--- config.mk ---
export PLATFORM = sky130hd
export DESIGN_NAME = parity_tx
export DESIGN_NICKNAME = d
export VERILOG_FILES = /design/src/rtl/parity_tx.sv
export SDC_FILE = /design/constraint.sdc
export NUM_CORES = 1
export LEC_CHECK = 0
export ABC_AREA = 1
export BUFFER_PORTS_ARGS = -buffer_cell sky130_fd_sc_hd__buf_2
export CAP_MARGIN = 20
export CORE_AREA = 2 2 49 51
export DETAILED_ROUTE_END_ITERATION = 8
export DIE_AREA = 0 0 51 53
export GPL_TIMING_DRIVEN = 0
export PLACE_DENSITY = 0.65
export SLEW_MARGIN = 20
export SYNTH_ARGS = -nofsm -noshare
export SYNTH_HDL_FRONTEND = slang
export SYNTH_SLANG_ARGS = --single-unit
export TNS_END_PERCENT = 100
--- constraint.sdc ---
create_clock -name clk -period 3.7 [get_ports clk]
set_input_delay 0.37 -clock clk [delete_from_list [all_inputs] [get_ports clk]]
set_output_delay 0.37 -clock clk [all_outputs]
set_load 0.005 [all_outputs]
--- src/rtl/parity_tx.sv ---
// Serial frame transmitter: start bit, DATA_W data bits LSB first, optional even parity, stop bit.
// Define PARITY_TX_PARITY_EN to compile in the parity bit and PARITY state.
module parity_tx #(
  parameter int DATA_W       = 8,
  parameter int CLKS_PER_BIT = 4
) (
  input  logic              clk,
  input  logic              reset_n,
  input  logic [DATA_W-1:0] data_in,
  input  logic              valid_in,
  output logic              ready_out,
  output logic              tx,
  output logic              busy,
  output logic              done
);

  localparam int CNT_W = (CLKS_PER_BIT > 1) ? $clog2(CLKS_PER_BIT) : 1;
  localparam int IDX_W = (DATA_W > 1) ? $clog2(DATA_W) : 1;

`ifdef PARITY_TX_PARITY_EN
  typedef enum logic [2:0] {IDLE, START, DATA, PARITY, STOP} state_t;
`else
  typedef enum logic [1:0] {IDLE, START, DATA, STOP} state_t;
`endif

  state_t             state, state_next;
  logic [CNT_W-1:0]   clk_cnt;
  logic [IDX_W-1:0]   bit_idx;
  logic [DATA_W-1:0]  shift_reg;
  logic [DATA_W-1:0]  shift_next;
  logic               bit_end;
  logic               last_bit;
`ifdef PARITY_TX_PARITY_EN
  logic               parity_bit;
`endif

  always_ff @(posedge clk or negedge reset_n) begin
    if (!reset_n) state <= IDLE;
    else          state <= state_next;
  end

  always_comb begin
    state_next = state;
    bit_end    = (clk_cnt == CNT_W'(CLKS_PER_BIT - 1));
    last_bit   = (bit_idx == IDX_W'(DATA_W - 1));
    shift_next = shift_reg >> 1;
    case (state)
      IDLE:   if (valid_in) state_next = START;
      START:  if (bit_end) state_next = DATA;
`ifdef PARITY_TX_PARITY_EN
      DATA:   if (bit_end && last_bit) state_next = PARITY;
      PARITY: if (bit_end) state_next = STOP;
`else
      DATA:   if (bit_end && last_bit) state_next = STOP;
`endif
      STOP:   if (bit_end) state_next = IDLE;
      default: state_next = IDLE;
    endcase
  end

  assign ready_out = (state == IDLE);
  assign busy      = (state != IDLE);
  assign done      = (state == STOP) && bit_end;

  // tx is loaded with the value of the upcoming bit on the edge that enters it
  always_ff @(posedge clk or negedge reset_n) begin
    if (!reset_n) begin
      clk_cnt    <= '0;
      bit_idx    <= '0;
      shift_reg  <= '0;
      tx         <= 1'b1;
`ifdef PARITY_TX_PARITY_EN
      parity_bit <= 1'b0;
`endif
    end else if (state == IDLE) begin
      clk_cnt <= '0;
      bit_idx <= '0;
      tx      <= 1'b1;
      if (valid_in) begin
        shift_reg  <= data_in;
        tx         <= 1'b0;
`ifdef PARITY_TX_PARITY_EN
        parity_bit <= ^data_in;
`endif
      end
    end else begin
      if (bit_end) clk_cnt <= '0;
      else         clk_cnt <= clk_cnt + CNT_W'(1);
      case (state)
        START: if (bit_end) tx <= shift_reg[0];
        DATA: begin
          if (bit_end) begin
            if (last_bit) begin
              bit_idx <= '0;
`ifdef PARITY_TX_PARITY_EN
              tx      <= parity_bit;
`else
              tx      <= 1'b1;
`endif
            end else begin
              bit_idx   <= bit_idx + IDX_W'(1);
              shift_reg <= shift_next;
              tx        <= shift_next[0];
            end
          end
        end
`ifdef PARITY_TX_PARITY_EN
        PARITY: if (bit_end) tx <= 1'b1;
`endif
        default: ;
      endcase
    end
  end

endmodule

=== Yosys cells after proc, flatten, opt, wreduce, memory -nomap -nowiden ===
Index checks and enable logic that the tools add are counted.

* Bits in registers: 16
* Bits of input ports: 11

* Reductions and logical operators: 11
* Muxes and demuxes: 22
* $add $sub $neg: 2
* Equality and inequality tests: 12

{| class="wikitable"
|+ Operators by type and width
! operator !! number
|-
| two-way mux 8 bit || 5
|-
| two-way mux 2 bit || 6
|-
| two-way mux 3 bit || 4
|-
| != test 2 bit (second input constant) || 5
|-
| one-hot mux 2 bit (4 select lines) || 1
|-
| AND reduction 4 bit || 2
|-
| == test 2 bit (second input constant) || 3
|-
| != test 3 bit (second input constant) || 2
|-
| nonzero test 2 bit || 3
|-
| two-way mux 1 bit || 5
|-
| adder 3 x 1 -> 3 bit (second input constant) || 1
|-
| == test 3 bit (second input constant) || 1
|-
| AND reduction 3 bit || 1
|-
| nonzero test 3 bit || 1
|-
| adder 2 x 1 -> 2 bit (second input constant) || 1
|-
| == test 2 x 1 -> 1 bit (second input constant) || 1
|-
| logical AND 1 bit || 2
|-
| zero test 2 bit || 1
|-
| one-hot mux 1 bit (2 select lines) || 1
|-
| AND reduction 2 bit || 1
|}

=== Depth between registers and ports, before layout ===
Gate-level depths: netlist (run 1).

* Depth after elaboration: 5
* Gate-level depth with buffers: 9
* Gate-level depth less buffers: 8

=== Worst setup path before layout (run 1) ===
Ideal clock, no wire load.

* Path type: flip-flop to flip-flop
* Start point: register bit_idx[0]
* End point: register shift_reg[1]
* Clock period less this slack: 1.378 ns
* Arrival: 1.261 ns
* Slack: 2.322 ns
* Library setup time: 0.117 ns
* Data required time: 3.583 ns
* Cell stages (with the launch flop): 7
* Path through: dfrtp_1 -> ha_1 -> ha_1 -> o21ai_4 -> nand2_4 -> nand2_1 -> nand2_1

* Longest elaborated chain between the ends: 3

{| class="wikitable"
|+ RTL lines
! element !! line !! text
|-
| from (decl) || 28 || <nowiki>logic [IDX_W-1:0] bit_idx;</nowiki>
|-
| from (signal assigned) || 101 || <nowiki>bit_idx <= bit_idx + IDX_W'(1);</nowiki>
|-
| == test 3 bit || 45 || <nowiki>last_bit = (bit_idx == IDX_W'(DATA_W - 1));</nowiki>
|-
| != test 2 bit (no line) || - ||
|-
| AND reduction 4 bit (no line) || - ||
|-
| to (signal assigned) || 80 || <nowiki>shift_reg <= data_in;</nowiki>
|-
| to (signal assigned) || 102 || <nowiki>shift_reg <= shift_next;</nowiki>
|-
| to (decl) || 29 || <nowiki>logic [DATA_W-1:0] shift_reg;</nowiki>
|}

No other way between the ends.
A chain may end at the register's enable or synchronous reset.

=== Worst setup path after layout (run 1) ===
* Start point: register state[0]
* End point: output port busy

* Longest elaborated chain between the ends: 1

{| class="wikitable"
|+ RTL lines
! element !! line !! text
|-
| from (decl) || 26 || <nowiki>state_t state, state_next;</nowiki>
|-
| from (signal assigned) || 39 || <nowiki>else state <= state_next;</nowiki>
|-
| nonzero test 2 bit || 62 || <nowiki>assign busy = (state != IDLE);</nowiki>
|-
| to (decl) || 13 || <nowiki>output logic busy,</nowiki>
|}

No other way between the ends.

==> results of run 1 <==
through the flow:
| step | utilization [%] | power (mW) | hold slack (ps) | setup WS (ps) | instance area [um2] |
|---|---|---|---|---|---|
| 2_1_floorplan | - | 0.6867 | 74.41 | 2322 | 917.1 |
| 3_3_place_gp | 47.58 | 0.7954 | 311.2 | 2128 | 1022 |
| 3_5_place_dp | 47.58 | 0.8108 | 313.3 | 2091 | 1022 |
| 4_1_cts | 49.74 | 0.9326 | 400.1 | 1772 | 1069 |
| 5_1_grt | 49.74 | 1.021 | 425.0 | 1658 | 1069 |
| 6_report | 49.74 | 0.9148 | 402.2 | 1805 | 1069 |
cell families (layout without fill, tap and decap cells):
kind of cell	count (synthesis)	count (layout)
flip-flops	16	16
adder cells (fa/ha/maj)	7	7
AND/OR/NAND/NOR	82	82
AO/OA/AOI/OAI	5	5
buffers and inverters	11	30
worst paths after layout:
kind / end / slack (ps) / cells after the start
worst max-delay path: busy / 1810 / 5
worst min register to register: clk_cnt[0]$_DFF_PN0_ / 450 / 1
max in group asynchronous: tx$_DFFE_PN1P_ / 2870 / 2
min in group asynchronous: clk_cnt[0]$_DFF_PN0_ / 520 / 2
worst min-delay path: shift_reg[7]$_DFFE_PN0P_ / 400 / 4
worst max register to register: shift_reg[1]$_DFFE_PN0P_ / 2160 / 6
per-layer routing:
layer	global-route usage [%]	vias up	routed length, um
met3	2.825	2	69
met1	18.76	362	827
met2	27.49	12	842
met4	6.757	0	14
met5	0	-	0
li1	-	414	-
timing repair:
action | in CTS | in global routing
gates resized for setup | 0 | 0
hold buffers | 1 | 0
endpoints found under the hold margin | 11 | 0
power by group through the flow:
stage	Sequential [mW]	Combinational (mW)	Clock [mW]
floorplan	0.290	0.397	0
global placement	0.297	0.498	0
detailed placement	0.301	0.509	0
CTS	0.298	0.514	0.120
global route	0.306	0.586	0.128
finish	0.297	0.502	0.116
area by class of cell:
type | count | area share, %
buffer | 3 | 1.991
clock buffer | 4 | 3.396
inverter | 8 | 2.810
multi-input combinational | 94 | 43.44
sequential | 16 | 37.59
tap | 28 | 3.279
timing repair buffer | 15 | 7.494
layout by cell type, fill, tap and decap left out, drive strengths merged:
| cell type | count |
|---|---|
| nand2 | 63 |
| nand4 | 2 |
| nand3 | 9 |
| inv | 8 |
| dlygate4sd3 | 1 |
| dfrtp | 15 |
| nor2 | 6 |
| dfstp | 1 |
| nand3b | 1 |
| buf | 17 |
| and2 | 1 |
| ha | 7 |
| o21ai | 5 |
| clkbuf | 4 |
worst register-to-register path, stage by stage, from the launching register on:
cell	delay, ps
sky130_fd_sc_hd__dfrtp_1	410
sky130_fd_sc_hd__ha_1	200
sky130_fd_sc_hd__ha_1	250
sky130_fd_sc_hd__o21ai_4	320
sky130_fd_sc_hd__nand2_4	130
sky130_fd_sc_hd__nand2_1	80
sky130_fd_sc_hd__nand2_1	50
==> impl_metrics.env, run 1 <==
export IMPL_n_fill_cell=235
export IMPL_min_path_type="input port to flop"
export IMPL_finalHoldViolations=0
export IMPL_clock_tree_buffer_depth=2
export IMPL_swShare_pct=45.37
export IMPL_worstPathRequired_ps=3330
export IMPL_place_detailed_instances=163
export IMPL_post_synthesis_compound_gate_area_fraction_pct=3.956
export IMPL_arithmetic_cell_share_of_the_synthesized_area_counting_full_adders_half_adders_and_majority_gates_pct=9.550
export IMPL_final_seq_area_um2=401.6
export IMPL_total_grt_overflow=0
export IMPL_yosys_cell_count_top_type="sky130_fd_sc_hd__nand2_1"
export IMPL_synth_cell_type_count=17
export IMPL_synthTopCellsByCount="61 x sky130_fd_sc_hd__nand2_1, 15 x sky130_fd_sc_hd__dfrtp_1, 9 x sky130_fd_sc_hd__nand3_1"
export IMPL_clk_pin_slew_ps=100
export IMPL_power_sequential_fraction_pct=32.5
export IMPL_synth_seq_area_share_pct=43.79
export IMPL_clock_latency_on_the_worst_skew_pair_ps=280
export IMPL_slew_headroom_pct=75.45
export IMPL_syn2layout_area_growth_pct=16.51
export IMPL_max_cap_violations=0
export IMPL_p_leak_nw=0.6221
export IMPL_drt_pass1_iterations=4
export IMPL_finish_net_count=159
export IMPL_fraction_of_layout_cells_with_a_size_suffix_above_1_pct=18.57
export IMPL_r2r_start="bit_idx[0]$_DFFE_PN0P_"
export IMPL_maxClockFrequency_mhz=527.7
export IMPL_wl_per_cell_um=10.45
export IMPL_critical_path_top_cell_by_count="sky130_fd_sc_hd__buf_2"
export IMPL_crit_chain="inv_1 -> ha_1 -> inv_2 -> buf_2 -> buf_2"
export IMPL_synth_avg_cell_area_um2=7.580
export IMPL_cts_buffers=3
export IMPL_p_clk_share_pct=12.7
export IMPL_muxShareOfSynthArea_pct=0
export IMPL_switchingPower_mw=0.4151
export IMPL_final_cells=168
export IMPL_combinational_family_with_the_most_area_after_synthesis="simple AND/OR/NAND/NOR gates"
export IMPL_grt_pass1_vias=726
export IMPL_timing_critical_path_to_type="output port"
export IMPL_postCtsSetupRepairBufs=0
export IMPL_finalSetupViolCount=0
export IMPL_postSynthRegisterBits=16
export IMPL_yosys_warnings=0
export IMPL_p_comb_share_pct=54.9
export IMPL_top_level_ports=15
export IMPL_outcome="completed"
export IMPL_crit_path_start="state[0]$_DFFE_PN0P_"
export IMPL_finalCriticalPeriod_ps=1895
export IMPL_hold_path_startpoint="data_in[7]"
export IMPL_wl_um=1755
export IMPL_dr_total_vias=790
export IMPL_unrepaired_setup_endpoints_after_global_routing="false"
export IMPL_cts_tree="yes"
export IMPL_final_max_slew_violation_count=0
export IMPL_grt_max_degree=17
export IMPL_cts_root_buf="sky130_fd_sc_hd__clkbuf_4"
export IMPL_synthDominantAreaCellType="sky130_fd_sc_hd__dfrtp_1"
export IMPL_cp_num_buf_inv=4
export IMPL_viasPerCell=4.702
export IMPL_post_synth_xor_area_fraction_pct=0
export IMPL_criticalPathCategory="flop to output port"
export IMPL_startpoint_type="flop"
export IMPL_detailedPlacementHpwl_um=1301
export IMPL_internal_power_mw=0.4997
export IMPL_post_synth_and_or_nand_nor_area_fraction_pct=37.11
export IMPL_first_pass_grt_wire_length_um=3125
export IMPL_synthesis_instances=121
export IMPL_irDropWorstVdd_v=0.0003937
export IMPL_remaining_drc_errors=0
export IMPL_synth_enable_flop_cells=0
export IMPL_gpl_final_weighted_congestion=0.7359
export IMPL_antenna_cells_inserted=0
export IMPL_total_area_of_multi_input_combinational_cells_um2=464.2
export IMPL_initial_core_util_pct=42.69
export IMPL_die_width_um=51
export IMPL_post_synthesis_net_count=139
export IMPL_slowest_delay_ps=420
export IMPL_cpMaxStageDelayCell="sky130_fd_sc_hd__dfrtp_1"
export IMPL_drtAntennaViolNets=0
export IMPL_critical_path_arrival_ps=1520
export IMPL_numClockSinks=16
export IMPL_antenna_violations_before_repair=0
export IMPL_post_route_period_util_pct=51.21
export IMPL_critical_path_top_delay_family="buffers and inverters"
export IMPL_largest_register_ffs=8
export IMPL_synth_top_area_share_pct=40.93
export IMPL_syn_area_um2=917.1
export IMPL_die_y_um=53
export IMPL_total_die_area_um2=2703
export IMPL_port_buffers=14
export IMPL_synthArstFlopShare_pct=100.0
export IMPL_num_rows=17
export IMPL_setup_tns_ps=0
export IMPL_design_core_area_um2=2148
export IMPL_skew_ps=1.925
export IMPL_critPathMaxFanout=10
export IMPL_synth_main_ff_cell="sky130_fd_sc_hd__dfrtp_1"
export IMPL_powerDensity_nw_per_um2=856.1
export IMPL_synth_area_leaders="sky130_fd_sc_hd__dfrtp_1 41%, sky130_fd_sc_hd__nand2_1 25%, sky130_fd_sc_hd__ha_1 9.5%, sky130_fd_sc_hd__nand3_1 4.9%, sky130_fd_sc_hd__dfstp_2 2.9%"
export IMPL_track_usage_pct=15.68
export IMPL_cts_htree_levels=1
export IMPL_worstMarginPinSlew_ps=368.2
export IMPL_initialDrtViolationCount=12
Note: power is estimated with default switching activity, not from simulation.
==> run 2, diff against run 1 <==
--- a/config.mk
+++ b/config.mk
@@ -5,14 +5,14 @@
 export SDC_FILE = /design/constraint.sdc
 export NUM_CORES = 1
 export LEC_CHECK = 0
-export ABC_AREA = 1
+export ABC_AREA = 0
 export BUFFER_PORTS_ARGS = -buffer_cell sky130_fd_sc_hd__buf_2
 export CAP_MARGIN = 20
-export CORE_AREA = 2 2 49 51
+export CORE_AREA = 2 2 48 50
 export DETAILED_ROUTE_END_ITERATION = 8
-export DIE_AREA = 0 0 51 53
+export DIE_AREA = 0 0 50 52
 export GPL_TIMING_DRIVEN = 0
-export PLACE_DENSITY = 0.65
+export PLACE_DENSITY = 0.66
 export SLEW_MARGIN = 20
 export SYNTH_ARGS = -nofsm -noshare
 export SYNTH_HDL_FRONTEND = slang
==> constraint.sdc (replaced) <==
create_clock -name clk -period 1.9 [get_ports clk]
set_input_delay 0.19 -clock clk [delete_from_list [all_inputs] [get_ports clk]]
set_output_delay 0.19 -clock clk [all_outputs]
set_load 0.005 [all_outputs]
==> impl_metrics.env, run 2 <==
export IMPL_wl_um=1505
export IMPL_synth_main_ff_cell="sky130_fd_sc_hd__dfrtp_1"
export IMPL_place_detailed_instances=115
export IMPL_grt_pass1_vias=654
export IMPL_dr_total_vias=603
export IMPL_drtAntennaViolNets=0
export IMPL_cts_root_buf="sky130_fd_sc_hd__clkbuf_4"
export IMPL_num_rows=17
export IMPL_design_core_area_um2=2106
export IMPL_outcome="completed"
export IMPL_min_path_type="input port to flop"
export IMPL_initial_core_util_pct=42.42
export IMPL_max_cap_violations=0
export IMPL_powerDensity_nw_per_um2=1605
export IMPL_maxClockFrequency_mhz=558.8
export IMPL_critical_path_arrival_ps=1970
export IMPL_syn_area_um2=893.4
export IMPL_critical_path_top_delay_family="flip-flops"
export IMPL_finish_net_count=111
export IMPL_yosys_warnings=0
export IMPL_die_width_um=50
export IMPL_fraction_of_layout_cells_with_a_size_suffix_above_1_pct=45.65
export IMPL_unrepaired_setup_endpoints_after_global_routing="false"
export IMPL_port_buffers=14
export IMPL_cp_num_buf_inv=2
export IMPL_synth_enable_flop_cells=0
export IMPL_numClockSinks=16
export IMPL_crit_chain="inv_1 -> ha_1 -> nand2_2 -> o31a_1 -> buf_6 -> mux2_4"
export IMPL_clock_latency_on_the_worst_skew_pair_ps=290
export IMPL_antenna_cells_inserted=0
export IMPL_post_synthesis_net_count=91
export IMPL_slew_headroom_pct=75.12
export IMPL_yosys_cell_count_top_type="sky130_fd_sc_hd__dfrtp_1"
export IMPL_die_y_um=52
export IMPL_worstPathRequired_ps=2080
export IMPL_post_route_worst_setup_slack_ps=110.4
export IMPL_synth_area_leaders="sky130_fd_sc_hd__dfrtp_1 42%, sky130_fd_sc_hd__mux2_4 12%, sky130_fd_sc_hd__mux2_2 10%, sky130_fd_sc_hd__ha_1 9.8%, sky130_fd_sc_hd__dfstp_2 2.9%"
export IMPL_clock_tree_buffer_depth=2
export IMPL_placement_setup_worst_slack_ps=1.141
export IMPL_finish_instance_area_um2=1054
export IMPL_irDropWorstVdd_v=0.0008027
export IMPL_track_usage_pct=14.14
export IMPL_synth_top_area_share_pct=42.02
export IMPL_finalCriticalPeriod_ps=1790
export IMPL_finalHoldWorstSlack_ps=226.4
export IMPL_first_pass_grt_wire_length_um=2753
export IMPL_finalHoldViolations=0
export IMPL_synth_cell_type_count=27
export IMPL_criticalPathCategory="flop to flop"
export IMPL_final_cell_mix="15 x sky130_fd_sc_hd__buf_2, 15 x sky130_fd_sc_hd__dfrtp_1, 8 x sky130_fd_sc_hd__mux2_2"
export IMPL_timing_critical_path_to_type="flop"
export IMPL_synthArstFlopShare_pct=100.0
export IMPL_largest_register_ffs=8
export IMPL_final_max_slew_violation_count=0
export IMPL_setup_tns_ps=0
export IMPL_slowest_delay_ps=430
export IMPL_postCtsSetupRepairBufs=0
export IMPL_worstMarginPinSlew_ps=373.1
export IMPL_cts_tree="yes"
export IMPL_synth_avg_cell_area_um2=12.24
export IMPL_top_level_ports=15
export IMPL_finalSetupViolCount=0
export IMPL_cts_buffers=3
export IMPL_power_mw=1.690
export IMPL_initialDrtViolationCount=3
export IMPL_skew_ps=9.975
export IMPL_grt_max_degree=17
export IMPL_detailedPlacementHpwl_um=1104
export IMPL_cts_htree_levels=1
export IMPL_gpl_final_weighted_congestion=0.7739
export IMPL_synthDominantAreaCellType="sky130_fd_sc_hd__dfrtp_1"
export IMPL_post_route_period_util_pct=94.19
export IMPL_total_grt_overflow=0
export IMPL_post_dp_cell_area_um2=998.5
export IMPL_wl_per_cell_um=12.54
export IMPL_syn2layout_area_growth_pct=17.93
export IMPL_synthesis_instances=73
export IMPL_viasPerCell=5.025
export IMPL_clk_pin_slew_ps=100
export IMPL_startpoint_type="flop"
export IMPL_p_leak_nw=0.5349
export IMPL_synthTopCellsByCount="15 x sky130_fd_sc_hd__dfrtp_1, 8 x sky130_fd_sc_hd__mux2_2, 7 x sky130_fd_sc_hd__ha_1, 7 x sky130_fd_sc_hd__mux2_4"
export IMPL_final_cells=120
export IMPL_cpMaxStageDelayCell="sky130_fd_sc_hd__dfrtp_1"
export IMPL_drt_pass1_iterations=4
export IMPL_finalCoreUtilization_pct=50.03
export IMPL_total_die_area_um2=2600
export IMPL_postSynthRegisterBits=16
export IMPL_remaining_drc_errors=0
export IMPL_reg2reg_setup_slack_ps=110
export IMPL_critPathMaxFanout=8
export IMPL_antenna_violations_before_repair=0
export IMPL_synth_seq_area_share_pct=44.96
## run 2: cell count changes after synthesis, sizes merged, moves of 2 or more
cell   previous run  this run
inv               8         4
nor2b             0         2
nor2              6         2
nand3             9         2
o21ai             5         1
nand4             2         0
nand2            63         5
a21oi             0         3
mux2              0        15
## run 2: final timing paths
path,startpoint,end,cells past startpoint
worst max register to register,state[0]$_DFFE_PN0P_,shift_reg[3]$_DFFE_PN0P_,6
max in group asynchronous,reset_n,tx$_DFFE_PN1P_,2
worst min register to register,clk_cnt[0]$_DFF_PN0_,clk_cnt[0]$_DFF_PN0_,1
worst min-delay path,data_in[7],shift_reg[7]$_DFFE_PN0P_,3
worst max-delay path,state[0]$_DFFE_PN0P_,shift_reg[3]$_DFFE_PN0P_,6
min in group asynchronous,reset_n,state[1]$_DFFE_PN0P_,2
## run 2: area by class of cell
cell class | instances | area [um2]
Fill cell | 202 | 1052
Multi-Input combinational cell | 49 | 450.4
Sequential cell | 16 | 401.6
Timing Repair Buffer | 15 | 80.08
Clock buffer | 4 | 36.28
Buffer | 4 | 35.03
Tap cell | 28 | 35.03
Inverter | 4 | 15.01
## run 2: logic make-up (layout without fill, tap and decap cells)
group | count (synthesis) | after routing | synth area share [%]
flops | 16 | 16 | 44.96
buf+inv | 8 | 27 | 4.621
simple gates | 15 | 15 | 8.544
fa+ha+maj | 7 | 7 | 9.803
compound gates | 11 | 11 | 9.104
mux | 16 | 16 | 22.97
## run 2: worst reg2reg max path, stage by stage (launching register included)
cell and delay [ps]:
sky130_fd_sc_hd__dfrtp_1 430, sky130_fd_sc_hd__inv_1 100, sky130_fd_sc_hd__ha_1 310, sky130_fd_sc_hd__nand2_2 130, sky130_fd_sc_hd__o31a_1 260, sky130_fd_sc_hd__buf_6 150, sky130_fd_sc_hd__mux2_4 300
## run 2: timing repair
action                                  in CTS  in global routing
gates resized for setup                      1                  2
pin swaps                                    0                  0
hold buffers                                 1                  0
endpoints found under the hold margin       15                  0
endpoints found under the setup margin       1                  2
## run 2: per-layer routing
layer	GRT usage [%]	share of wire, %	vias up
li1	-	-	293
met1	17.24	50	288
met2	22.37	43	18
met3	3.736	4.7	4
met4	8.333	2.3	0
met5	0	0	-
## run 2: power breakdown
| group | total (mW) | internal (mW) | switching (mW) |
|---|---|---|---|
| sequential | 0.599 | 0.502 | 0.0964 |
| combinational | 0.862 | 0.516 | 0.346 |
| clock | 0.230 | 0.117 | 0.113 |
| total | 1.69 | 1.14 | 0.555 |
